[src/rtl/bru_if.sv]
// EX-to-BRU operand bus plus the redirect/flush handshake back to fetch.
// The slave modport is the branch resolution unit; the master is the pipeline side.
interface bru_if #(
  parameter int unsigned XLEN     = 64,
  parameter int unsigned PC_WIDTH = 64
);
  logic                ex_valid_i;
  logic [PC_WIDTH-1:0] ex_pc_i;
  logic                ex_jal_i;
  logic                ex_jalr_i;
  logic                ex_branch_i;
  logic [2:0]          ex_funct3_i;
  logic [XLEN-1:0]     ex_rs1_i;
  logic [XLEN-1:0]     ex_rs2_i;
  logic [XLEN-1:0]     ex_imm_i;
  logic                ex_prdt_taken_i;
  logic                redirect_ack_i;
  logic                redirect_valid_o;
  logic [PC_WIDTH-1:0] redirect_pc_o;
  logic                flush_o;

  modport slave (
    input  ex_valid_i, ex_pc_i, ex_jal_i, ex_jalr_i, ex_branch_i, ex_funct3_i,
    input  ex_rs1_i, ex_rs2_i, ex_imm_i, ex_prdt_taken_i, redirect_ack_i,
    output redirect_valid_o, redirect_pc_o, flush_o
  );

  modport master (
    output ex_valid_i, ex_pc_i, ex_jal_i, ex_jalr_i, ex_branch_i, ex_funct3_i,
    output ex_rs1_i, ex_rs2_i, ex_imm_i, ex_prdt_taken_i, redirect_ack_i,
    input  redirect_valid_o, redirect_pc_o, flush_o
  );
endinterface

[src/rtl/bru_resolve.sv]
// Execute-stage branch resolution: evaluates conditions and targets, detects mispredictions
// against fetch's static prediction, and holds a redirect request until fetch acknowledges.
module bru_resolve #(
  parameter int unsigned XLEN      = 64,
  parameter int unsigned PC_WIDTH  = 64,
  parameter int unsigned CNT_WIDTH = 32
) (
  input  logic                 clk,
  input  logic                 rst_n,
  bru_if.slave                 bus,
  output logic [XLEN-1:0]      link_o,
  output logic                 misalign_o,
  output logic [PC_WIDTH-1:0]  misalign_tval_o,
  output logic [CNT_WIDTH-1:0] branch_cnt_o,
  output logic [CNT_WIDTH-1:0] mispred_cnt_o
);

  typedef enum logic [0:0] {StIdle, StRedirect} state_e;

  state_e state_q, state_d;

  logic                 is_jal, is_jalr, is_br;
  logic                 br_taken;
  logic [PC_WIDTH-1:0]  imm_pc, rs1_pc, seq_pc, rel_pc, jalr_sum, jalr_pc, jalr_pred;
  logic [PC_WIDTH-1:0]  target;
  logic                 mispredict, chk_align, misalign;
  logic                 acc, go_redirect;

  logic [PC_WIDTH-1:0]  redirect_pc_q, redirect_pc_d;
  logic                 flush_q, flush_d;
  logic                 misalign_q, misalign_d;
  logic [PC_WIDTH-1:0]  tval_q, tval_d;
  logic [CNT_WIDTH-1:0] branch_cnt_q, branch_cnt_d;
  logic [CNT_WIDTH-1:0] mispred_cnt_q, mispred_cnt_d;

  // Type priority when several flags are set: jal > jalr > branch.
  always_comb begin
    is_jal  = bus.ex_jal_i;
    is_jalr = !bus.ex_jal_i && bus.ex_jalr_i;
    is_br   = !bus.ex_jal_i && !bus.ex_jalr_i && bus.ex_branch_i;
  end

  always_comb begin
    br_taken = 1'b0;
    case (bus.ex_funct3_i)
      3'b000:  br_taken = (bus.ex_rs1_i == bus.ex_rs2_i);
      3'b001:  br_taken = (bus.ex_rs1_i != bus.ex_rs2_i);
      3'b100:  br_taken = ($signed(bus.ex_rs1_i) < $signed(bus.ex_rs2_i));
      3'b101:  br_taken = ($signed(bus.ex_rs1_i) >= $signed(bus.ex_rs2_i));
      3'b110:  br_taken = (bus.ex_rs1_i < bus.ex_rs2_i);
      3'b111:  br_taken = (bus.ex_rs1_i >= bus.ex_rs2_i);
      default: br_taken = 1'b0;
    endcase
  end

  always_comb begin
    imm_pc    = PC_WIDTH'(bus.ex_imm_i);
    rs1_pc    = PC_WIDTH'(bus.ex_rs1_i);
    seq_pc    = bus.ex_pc_i + PC_WIDTH'(4);
    rel_pc    = bus.ex_pc_i + imm_pc;
    jalr_sum  = rs1_pc + imm_pc;
    jalr_pc   = {jalr_sum[PC_WIDTH-1:1], 1'b0};
    // Fetch follows jalr as if rs1 were zero.
    jalr_pred = {imm_pc[PC_WIDTH-1:1], 1'b0};
  end

  always_comb begin
    target     = seq_pc;
    mispredict = 1'b0;
    chk_align  = 1'b0;
    if (is_jal) begin
      target    = rel_pc;
      chk_align = 1'b1;
    end else if (is_jalr) begin
      target     = jalr_pc;
      mispredict = (jalr_pc != jalr_pred);
      chk_align  = 1'b1;
    end else if (is_br) begin
      target     = br_taken ? rel_pc : seq_pc;
      mispredict = (br_taken != bus.ex_prdt_taken_i);
      chk_align  = br_taken;
    end
    misalign = chk_align && (target[1:0] != 2'b00);
  end

  // Anything presented while a redirect is outstanding is wrong-path and dropped.
  always_comb begin
    acc         = bus.ex_valid_i && (state_q == StIdle);
    go_redirect = acc && mispredict && !misalign;
  end

  always_ff @(posedge clk or negedge rst_n) begin
    if (!rst_n) begin
      state_q <= StIdle;
    end else begin
      state_q <= state_d;
    end
  end

  always_comb begin
    state_d = state_q;
    unique case (state_q)
      StIdle:     if (go_redirect) state_d = StRedirect;
      StRedirect: if (bus.redirect_ack_i) state_d = StIdle;
      default:    state_d = StIdle;
    endcase
  end

  always_comb begin
    redirect_pc_d = go_redirect ? target : redirect_pc_q;
    flush_d       = go_redirect;
    misalign_d    = acc && misalign;
    tval_d        = (acc && misalign) ? target : tval_q;

    branch_cnt_d = branch_cnt_q;
    if (acc && is_br && (branch_cnt_q != '1)) begin
      branch_cnt_d = branch_cnt_q + CNT_WIDTH'(1);
    end
    mispred_cnt_d = mispred_cnt_q;
    if (acc && mispredict && (mispred_cnt_q != '1)) begin
      mispred_cnt_d = mispred_cnt_q + CNT_WIDTH'(1);
    end
  end

  always_ff @(posedge clk or negedge rst_n) begin
    if (!rst_n) begin
      redirect_pc_q <= '0;
      flush_q       <= 1'b0;
      misalign_q    <= 1'b0;
      tval_q        <= '0;
      branch_cnt_q  <= '0;
      mispred_cnt_q <= '0;
    end else begin
      redirect_pc_q <= redirect_pc_d;
      flush_q       <= flush_d;
      misalign_q    <= misalign_d;
      tval_q        <= tval_d;
      branch_cnt_q  <= branch_cnt_d;
      mispred_cnt_q <= mispred_cnt_d;
    end
  end

  assign bus.redirect_valid_o = (state_q == StRedirect);
  assign bus.redirect_pc_o    = redirect_pc_q;
  assign bus.flush_o          = flush_q;

  always_comb begin
    link_o          = XLEN'(bus.ex_pc_i + PC_WIDTH'(4));
    misalign_o      = misalign_q;
    misalign_tval_o = tval_q;
    branch_cnt_o    = branch_cnt_q;
    mispred_cnt_o   = mispred_cnt_q;
  end

endmodule

[src/flat_wrapper.sv]
// flat-port wrapper written by rule: the top's interface ports become plain ports
module bru_resolve_flat 
#(
  parameter int unsigned XLEN      = 64,
  parameter int unsigned PC_WIDTH  = 64,
  parameter int unsigned CNT_WIDTH = 32
)
  (clk, rst_n, link_o, misalign_o, misalign_tval_o, branch_cnt_o, mispred_cnt_o, bus_ex_valid_i, bus_ex_pc_i, bus_ex_jal_i, bus_ex_jalr_i, bus_ex_branch_i, bus_ex_funct3_i, bus_ex_rs1_i, bus_ex_rs2_i, bus_ex_imm_i, bus_ex_prdt_taken_i, bus_redirect_ack_i, bus_redirect_valid_o, bus_redirect_pc_o, bus_flush_o);
  bru_if #(.XLEN(XLEN), .PC_WIDTH(PC_WIDTH)) bus_i ();
  input  logic clk;
  input  logic rst_n;
  output logic [XLEN-1:0] link_o;
  output logic misalign_o;
  output logic [PC_WIDTH-1:0] misalign_tval_o;
  output logic [CNT_WIDTH-1:0] branch_cnt_o;
  output logic [CNT_WIDTH-1:0] mispred_cnt_o;
  input wire logic [$bits(bus_i.ex_valid_i)-1:0] bus_ex_valid_i;
  input wire logic [$bits(bus_i.ex_pc_i)-1:0] bus_ex_pc_i;
  input wire logic [$bits(bus_i.ex_jal_i)-1:0] bus_ex_jal_i;
  input wire logic [$bits(bus_i.ex_jalr_i)-1:0] bus_ex_jalr_i;
  input wire logic [$bits(bus_i.ex_branch_i)-1:0] bus_ex_branch_i;
  input wire logic [$bits(bus_i.ex_funct3_i)-1:0] bus_ex_funct3_i;
  input wire logic [$bits(bus_i.ex_rs1_i)-1:0] bus_ex_rs1_i;
  input wire logic [$bits(bus_i.ex_rs2_i)-1:0] bus_ex_rs2_i;
  input wire logic [$bits(bus_i.ex_imm_i)-1:0] bus_ex_imm_i;
  input wire logic [$bits(bus_i.ex_prdt_taken_i)-1:0] bus_ex_prdt_taken_i;
  input wire logic [$bits(bus_i.redirect_ack_i)-1:0] bus_redirect_ack_i;
  output wire logic [$bits(bus_i.redirect_valid_o)-1:0] bus_redirect_valid_o;
  output wire logic [$bits(bus_i.redirect_pc_o)-1:0] bus_redirect_pc_o;
  output wire logic [$bits(bus_i.flush_o)-1:0] bus_flush_o;
  assign bus_i.ex_valid_i = bus_ex_valid_i;
  assign bus_i.ex_pc_i = bus_ex_pc_i;
  assign bus_i.ex_jal_i = bus_ex_jal_i;
  assign bus_i.ex_jalr_i = bus_ex_jalr_i;
  assign bus_i.ex_branch_i = bus_ex_branch_i;
  assign bus_i.ex_funct3_i = bus_ex_funct3_i;
  assign bus_i.ex_rs1_i = bus_ex_rs1_i;
  assign bus_i.ex_rs2_i = bus_ex_rs2_i;
  assign bus_i.ex_imm_i = bus_ex_imm_i;
  assign bus_i.ex_prdt_taken_i = bus_ex_prdt_taken_i;
  assign bus_i.redirect_ack_i = bus_redirect_ack_i;
  assign bus_redirect_valid_o = bus_i.redirect_valid_o;
  assign bus_redirect_pc_o = bus_i.redirect_pc_o;
  assign bus_flush_o = bus_i.flush_o;
  bru_resolve #(.XLEN(XLEN), .PC_WIDTH(PC_WIDTH), .CNT_WIDTH(CNT_WIDTH)) u_core (.clk(clk), .rst_n(rst_n), .bus(bus_i), .link_o(link_o), .misalign_o(misalign_o), .misalign_tval_o(misalign_tval_o), .branch_cnt_o(branch_cnt_o), .mispred_cnt_o(mispred_cnt_o));
endmodule
[config.mk]
export PLATFORM = sky130hd
export DESIGN_NAME = bru_resolve_flat
export DESIGN_NICKNAME = d
export VERILOG_FILES = /design/src/rtl/bru_if.sv /design/src/rtl/bru_resolve.sv /design/src/flat_wrapper.sv
export SDC_FILE = /design/constraint.sdc
export NUM_CORES = 1
export LEC_CHECK = 0
export CORE_ASPECT_RATIO = 1.2
export CORE_UTILIZATION = 35
export DETAILED_ROUTE_END_ITERATION = 8
export SLEW_MARGIN = 20
export SYNTH_ARGS = -nofsm -noshare
export SYNTH_HDL_FRONTEND = slang
export SYNTH_SLANG_ARGS = --single-unit
[constraint.sdc]
create_clock -name clk -period 9.05 [get_ports clk]
set_input_delay 2.715 -clock clk [delete_from_list [all_inputs] [get_ports clk]]
set_output_delay 2.715 -clock clk [all_outputs]
set_load 0.02 [all_outputs]
==> metrics.yaml, run 1 <==
yosys:
  syn_nets: 3116
  yosysTopAreaCell: "dfrtp_1"
  synth_area_mm2: 0.0218
  netlist_instances: 2655
  ys_types: 109
  synth_flop_cell: "dfrtp_1"
  ys_seq_area_share_pct: 22.4
  syn_area_per_cell_um2: 8.22
  synth-edff-count: 0
  async_reset_ff_share_pct: 100
  synth_area_leaders: "dfrtp_1 22%, ha_1 11%, xnor2_1 6.7%"
  yosysWarnings: 0
  yosysTopAreaCellShare_pct: 22.4
  ys_ff_latch: 195
timing:
  hold_violations: 0
  fmaxAchievable_mhz: 113
  timing.final.crit_share_pct: 98.1
  slew_violations: 0
  setup_tns_ns: 0
  finalSetupViolCount: 0
  tightest_slew_ns: 1.02
  max_slew_margin_pct: 31.0
  rsz0062_at_grt: "false"
  clock_skew_ns: 0.00716
  period_minus_slack_ns: 8.88
placed_design:
  gp_congestion: 1.03
  port_buffers: 525
  placed_cells: 3952
  dp_hpwl_um: 91200
min_path:
  hp-class: "reg -> reg"
  hold_path_end: "u_core.misalign_tval_o[55]$_DFFE_PN0P_"
  min_from: "u_core.misalign_tval_o[55]$_DFFE_PN0P_"
  whs_path_depth: 2
clock_tree:
  cts_hold_buf: 0
  root_buffer: "clkbuf_16"
  path_clk_slew_ns: 0.07
  post_cts_buffers: 0
  clk_latency_ns: 0.44
  cts.sink_count: 195
  cts.path.max_buffers: 2
  htreeDepth: 4
  cts_buffers: 17
  ctsResizeCount: 0
  cts_tree: "yes"
worst_setup_path:
  cp.arrival_ns: 6.16
  r2r-start: "u_core.branch_cnt_o[21]$_DFFE_PN0P_"
  r2r-end: "u_core.branch_cnt_o[29]$_DFFE_PN0P_"
  worstPathRequired_ns: 6.34
  regToRegSetupSlack_ns: 5.59
  critical_path.startpoint_type: "input port"
  slowest_delay_ns: 0.65
  crit_type: "in -> out"
  slowest_stage: "clkdlybuf4s50_1"
  ff2ff_path_depth: 12
  end_kind: "primary output"
  crit_chain: "clkdlybuf4s50_1, nand4_1, nor4_2, nand3_1, nor2_1, nand2_1, nor2_1, and3b_2, nand3_1, xnor2_1, clkdlybuf4s50_1"
  critPathMaxFanout: 6
die:
  num_rows: 99
  dieArea_mm2: 0.0634
  dieWidth_um: 230
  coreArea_mm2: 0.0612
  fp.dieH_um: 276
  start_util_pct: 35.7
  ioPinCount: 526
run:
  max_cap_violations: 0
layout:
  layout_common_cells: "524 x clkdlybuf4s50_1, 294 x nand2_1, 196 x nor2_1"
  fin_cells: 3985
  nets: 3624
  syn2layout_area_growth_pct: 32.0
  final_common_cell: "clkdlybuf4s50_1"
  fillers: 5987
  drive_gt1_share_pct: 8.72
detailed_routing:
  dr_wl_met2_um: 52200
  dr_total_vias: 23400
  ant_nets: 0
  routed.top_layer: "met5"
  routed_wl_um: 108000
  drt-initial-drc-count: 1929
  wl_met3_um: 5890
  drc: 0
  wl_per_cell_um: 27.1
  met1Wirelength_um: 42500
  routed_via_density: 5.87
  firstDrtPassIters: 6
global_route:
  antenna_found_initial: 1
  grt_pass1_wl_um: 155000
  grt_start_max_net_pins: 97
  grt_overflow: 0
  grt_pass1_vias: 23300
  grt.total_usage_pct: 33.0
power_and_ir_drop:
  power_density_mw_per_mm2: 174
  power.leakage_nw: 12.2
  ir_worst_vdd_v: 0.000174
status:
  status: "finished clean"
state kept, by name, indices dropped and copies added (netlist names):
name and cells:
u_core.bus.redirect_pc_o 64, u_core.misalign_tval_o 64, u_core.branch_cnt_o 32, u_core.mispred_cnt_o 32
u_core.bus.flush_o 1, u_core.bus.redirect_valid_o 1, u_core.misalign_o 1
metrics by stage:
| step | cell area, µm² | utilization, % | power, mW | hold WS (ns) | setup slack (ns) |
|---|---|---|---|---|---|
| after floorplan | 21800 | - | 2.79 | 0.581 | 1.47 |
| after global placement | 28100 | 46.0 | 4.17 | 0.462 | 0.165 |
| after detailed placement | 28100 | 46.0 | 4.17 | 0.461 | 0.147 |
| after CTS | 28800 | 47.0 | 5.03 | 0.480 | 0.142 |
| after global routing | 28800 | 47.1 | 5.25 | 0.494 | 0.00637 |
| final | 28800 | 47.1 | 5.02 | 0.472 | 0.172 |
per-layer routing:
metal	vias to the layer above	global-route usage, %
li1	10800	-
met1	11400	38.8
met2	998	57.4
met3	249	4.03
met4	2	20.5
met5	-	0
critical path, delay by kind of cell:
family,cells,cell delay (ns)
xor gates and xnor gates,1,0.24
and+or+nand+nor,8,2.00
buffers and inverters,2,1.20
cell usage after synthesis (all sizes together) (86+ instances only):
library cell,instances
nand2,296
nor2,199
dfrtp,195
a21oi,193
ha,192
xnor2,168
o21ai,161
xor2,116
inv,109
nand3,106
mux2,93
nand4,86
how the worst max path moves through the flow:
stage	endpoint	slack [ns]	from	depth (start not counted)
6_report	link_o[58]	0.17	bus_ex_pc_i[16]	11
5_1_grt	link_o[62]	0.006	bus_ex_pc_i[16]	12
4_1_cts	link_o[62]	0.14	bus_ex_pc_i[16]	12
3_5_place_dp	link_o[62]	0.15	bus_ex_pc_i[16]	12
3_3_place_gp	link_o[62]	0.17	bus_ex_pc_i[16]	12
2_1_floorplan	link_o[63]	1.47	bus_ex_pc_i[14]	11
final cells by class:
type	instances	area, µm²	area share (%)
clock inverters	15	223	0.773
diodes	1	2.50	0.00869
multi-input cells	2231	15900	55.3
flip-flops and latches	195	4880	16.9
clock buffers	17	425	1.48
well taps	808	1010	3.51
inverters	109	409	1.42
repair buffers	609	5930	20.6
report_power, final:
part           internal, mW  leakage (nW)  switching, mW
Sequential             1.14          2.47          0.174
Clock                 0.472         0.306          0.363
Combinational          1.25          9.46           1.62
Total                  2.86          12.2           2.16
cell families after synthesis:
kind of cell	share of synthesized area, %
AO/OA/AOI/OAI	21.8
flip-flops	22.4
AND/OR/NAND/NOR	21.0
multiplexers	5.87
XOR/XNOR	13.0
buffers and inverters	4.80
adder cells (fa/ha/maj)	11.2
Note: power is estimated with default switching activity, not from simulation.
==> run 2, diff against run 1 <==
- HOLD_SLACK_MARGIN: default -> 0.02
==> results of run 2 <==
No change in the layout: final DEF, timing and power equal those of run 1.
==> run 3, diff against run 2 <==
- TNS_END_PERCENT: default -> 10
==> results of run 3 <==
No change in the layout: final DEF, timing and power equal those of run 1.
==> variant (config.mk and constraints of run 3) <==
`CNT_WIDTH` is set to 32 in 2 places; all go to 28.
--- a/src/rtl/bru_resolve.sv
+++ b/src/rtl/bru_resolve.sv
@@ -5,3 +5,3 @@
   parameter int unsigned PC_WIDTH  = 64,
-  parameter int unsigned CNT_WIDTH = 32
+  parameter int unsigned CNT_WIDTH = 28
 ) (
--- a/src/flat_wrapper.sv
+++ b/src/flat_wrapper.sv
@@ -5,3 +5,3 @@
   parameter int unsigned PC_WIDTH  = 64,
-  parameter int unsigned CNT_WIDTH = 32
+  parameter int unsigned CNT_WIDTH = 28
 )
Interface: changed (resized branch_cnt_o and mispred_cnt_o); port bits go from 526 to 518. No check against the original RTL was run, so the function may have changed too.
==> variant against run 3 <==
  * Total power fell by 2.7%
  * Sequential cell count fell by 8
  * Hold slack improved by 12 ps
  * Highest routed layer is now met4
  * Critical path depth rose by 2
  * Design area fell by 3.4%
  * Largest cell class unchanged
  * Clock skew rose by 2.1 ps
  * Setup slack improved by 37 ps
  * Wire length fell by 4.1%
  * Area after synthesis fell by 5.6%
  * Count of clock-buffer cells in the layout rose by 1
  * Synthesized cell count fell by 3.9%
  * Cell count fell by 3.2%
==> variant: results (changes against run 3) <==
stage,metric,value,unit,change
critical_path,rr_startpoint,u_core.mispred_cnt_o[12],,
worst_hold_path,worst_hold_startpoint,u_core.misalign_tval_o[18],,
clock_tree,cts_sinks,187,,-4.1%
worst_hold_path,min_to,u_core.misalign_tval_o[18],,
layout,fillCellCount,5735,,-4.2%
layout,final_cells,3858,,-3.2%
place,place_congestion,1.04,,+0.56%
place,placed_cells,3825,,-3.2%
layout,clk_share,2.23,%,-0.016 points
critical_path,cp-endpoint,link_o[56],,
routing,wl_met2,47300,um,-9.5%
routing,drt_iter0_drc,2344,,+22%
sta,finalCriticalPeriod,8840,ps,-37.0 ps
layout,buffers,632,,+3.8%
critical_path,reg2reg_to,u_core.mispred_cnt_o[20],,
routing,routed_wl,104000,um,-4.1%
layout,multi_input_area_share,53.9,%,-1.4 points
yosys,synth_common_cells,"nand2_1 (281), a21oi_1 (196), ha_1 (192)",,
critical_path,crit_arrival,6130,ps,-30 ps
sta,max_slew_margin,33.3,%,+2.4 points
pwr,combPwrFrac,57.4,%,+0.2 points
layout,inverters,133,,+22%
run_status,status,"complete, no violations",,
layout,drive_gt1_share,8.35,%,-0.37 points
global_route,met2_usage,54.6,%,-2.8 points
layout,buf_share,21.9,%,+1.3 points
yosys,ys_seq_area_share,22.7,%,+0.35 points
place,hpwl,89200,um,-2.1%
pwr,cellLeakagePower,12.0,nW,-1.6%
critical_path,rrSetupSlack,6020,ps,+430 ps
yosys,syn_area_per_cell,8.07,um2,-1.8%
global_route,grt_max_degree,73,,-25%
place,io_buffers,517,,-1.5%
yosys,yosys.cell_types.count,93,,-15%
routing,highest_layer,met4,,
pwr,powerDensity,175,nW/um2,+0.67%
global_route,grt_pass1_wl,147000,um,-5.1%
global_route,antenna_found_initial,2,,+1
routing,num_vias,22700,,-2.9%
layout,regArea,4680,um2,-4.1%
sta,skew,9.27,ps,+2.11 ps
layout,clock_buffer_count,18,,+1
routing,wl_met1,46200,um,+8.8%
routing,wl_met3,5790,um,-1.6%
pwr,switching_share,43.1,%,about the same
pwr,vdd_ir_drop_max,0.113,mV,-35%
==> variant: cell types whose count changed in the layout (fill, tap and decap cells not counted), moves of 11 or more <==
| cell | delta |
|---|---|
| nor2_1 | -49 |
| nand2_1 | -15 |
| mux2_4 | -41 |
| xor2_1 | -17 |
| xnor2_1 | +21 |
| a21oi_1 | +11 |
| inv_1 | +22 |
| mux2_1 | +19 |
| buf_4 | +30 |
| mux2i_1 | +16 |
| a22oi_1 | -24 |
| nand3_1 | -21 |
| mux2_2 | +25 |
==> variant: cell families after synthesis <==
logic type	synth area share, %
fa+ha+maj	11.9
flops	22.7
simple gates	20.1
mux	6.41
xor+xnor	12.8
compound gates	21.4
buf+inv	4.63
==> variant: per-stage QoR <==
step	area [um2]	hold WS, ps
after floorplan	20600	589
after global placement	27200	464
after detailed placement	27200	474
after CTS	27800	489
after global routing	27800	504
final	27800	484
==> variant: repair_timing <==
item / CTS / global route
setup endpoints to repair: 0 / 1
gates resized for setup: 0 / 1
setup buffers: 0 / 0
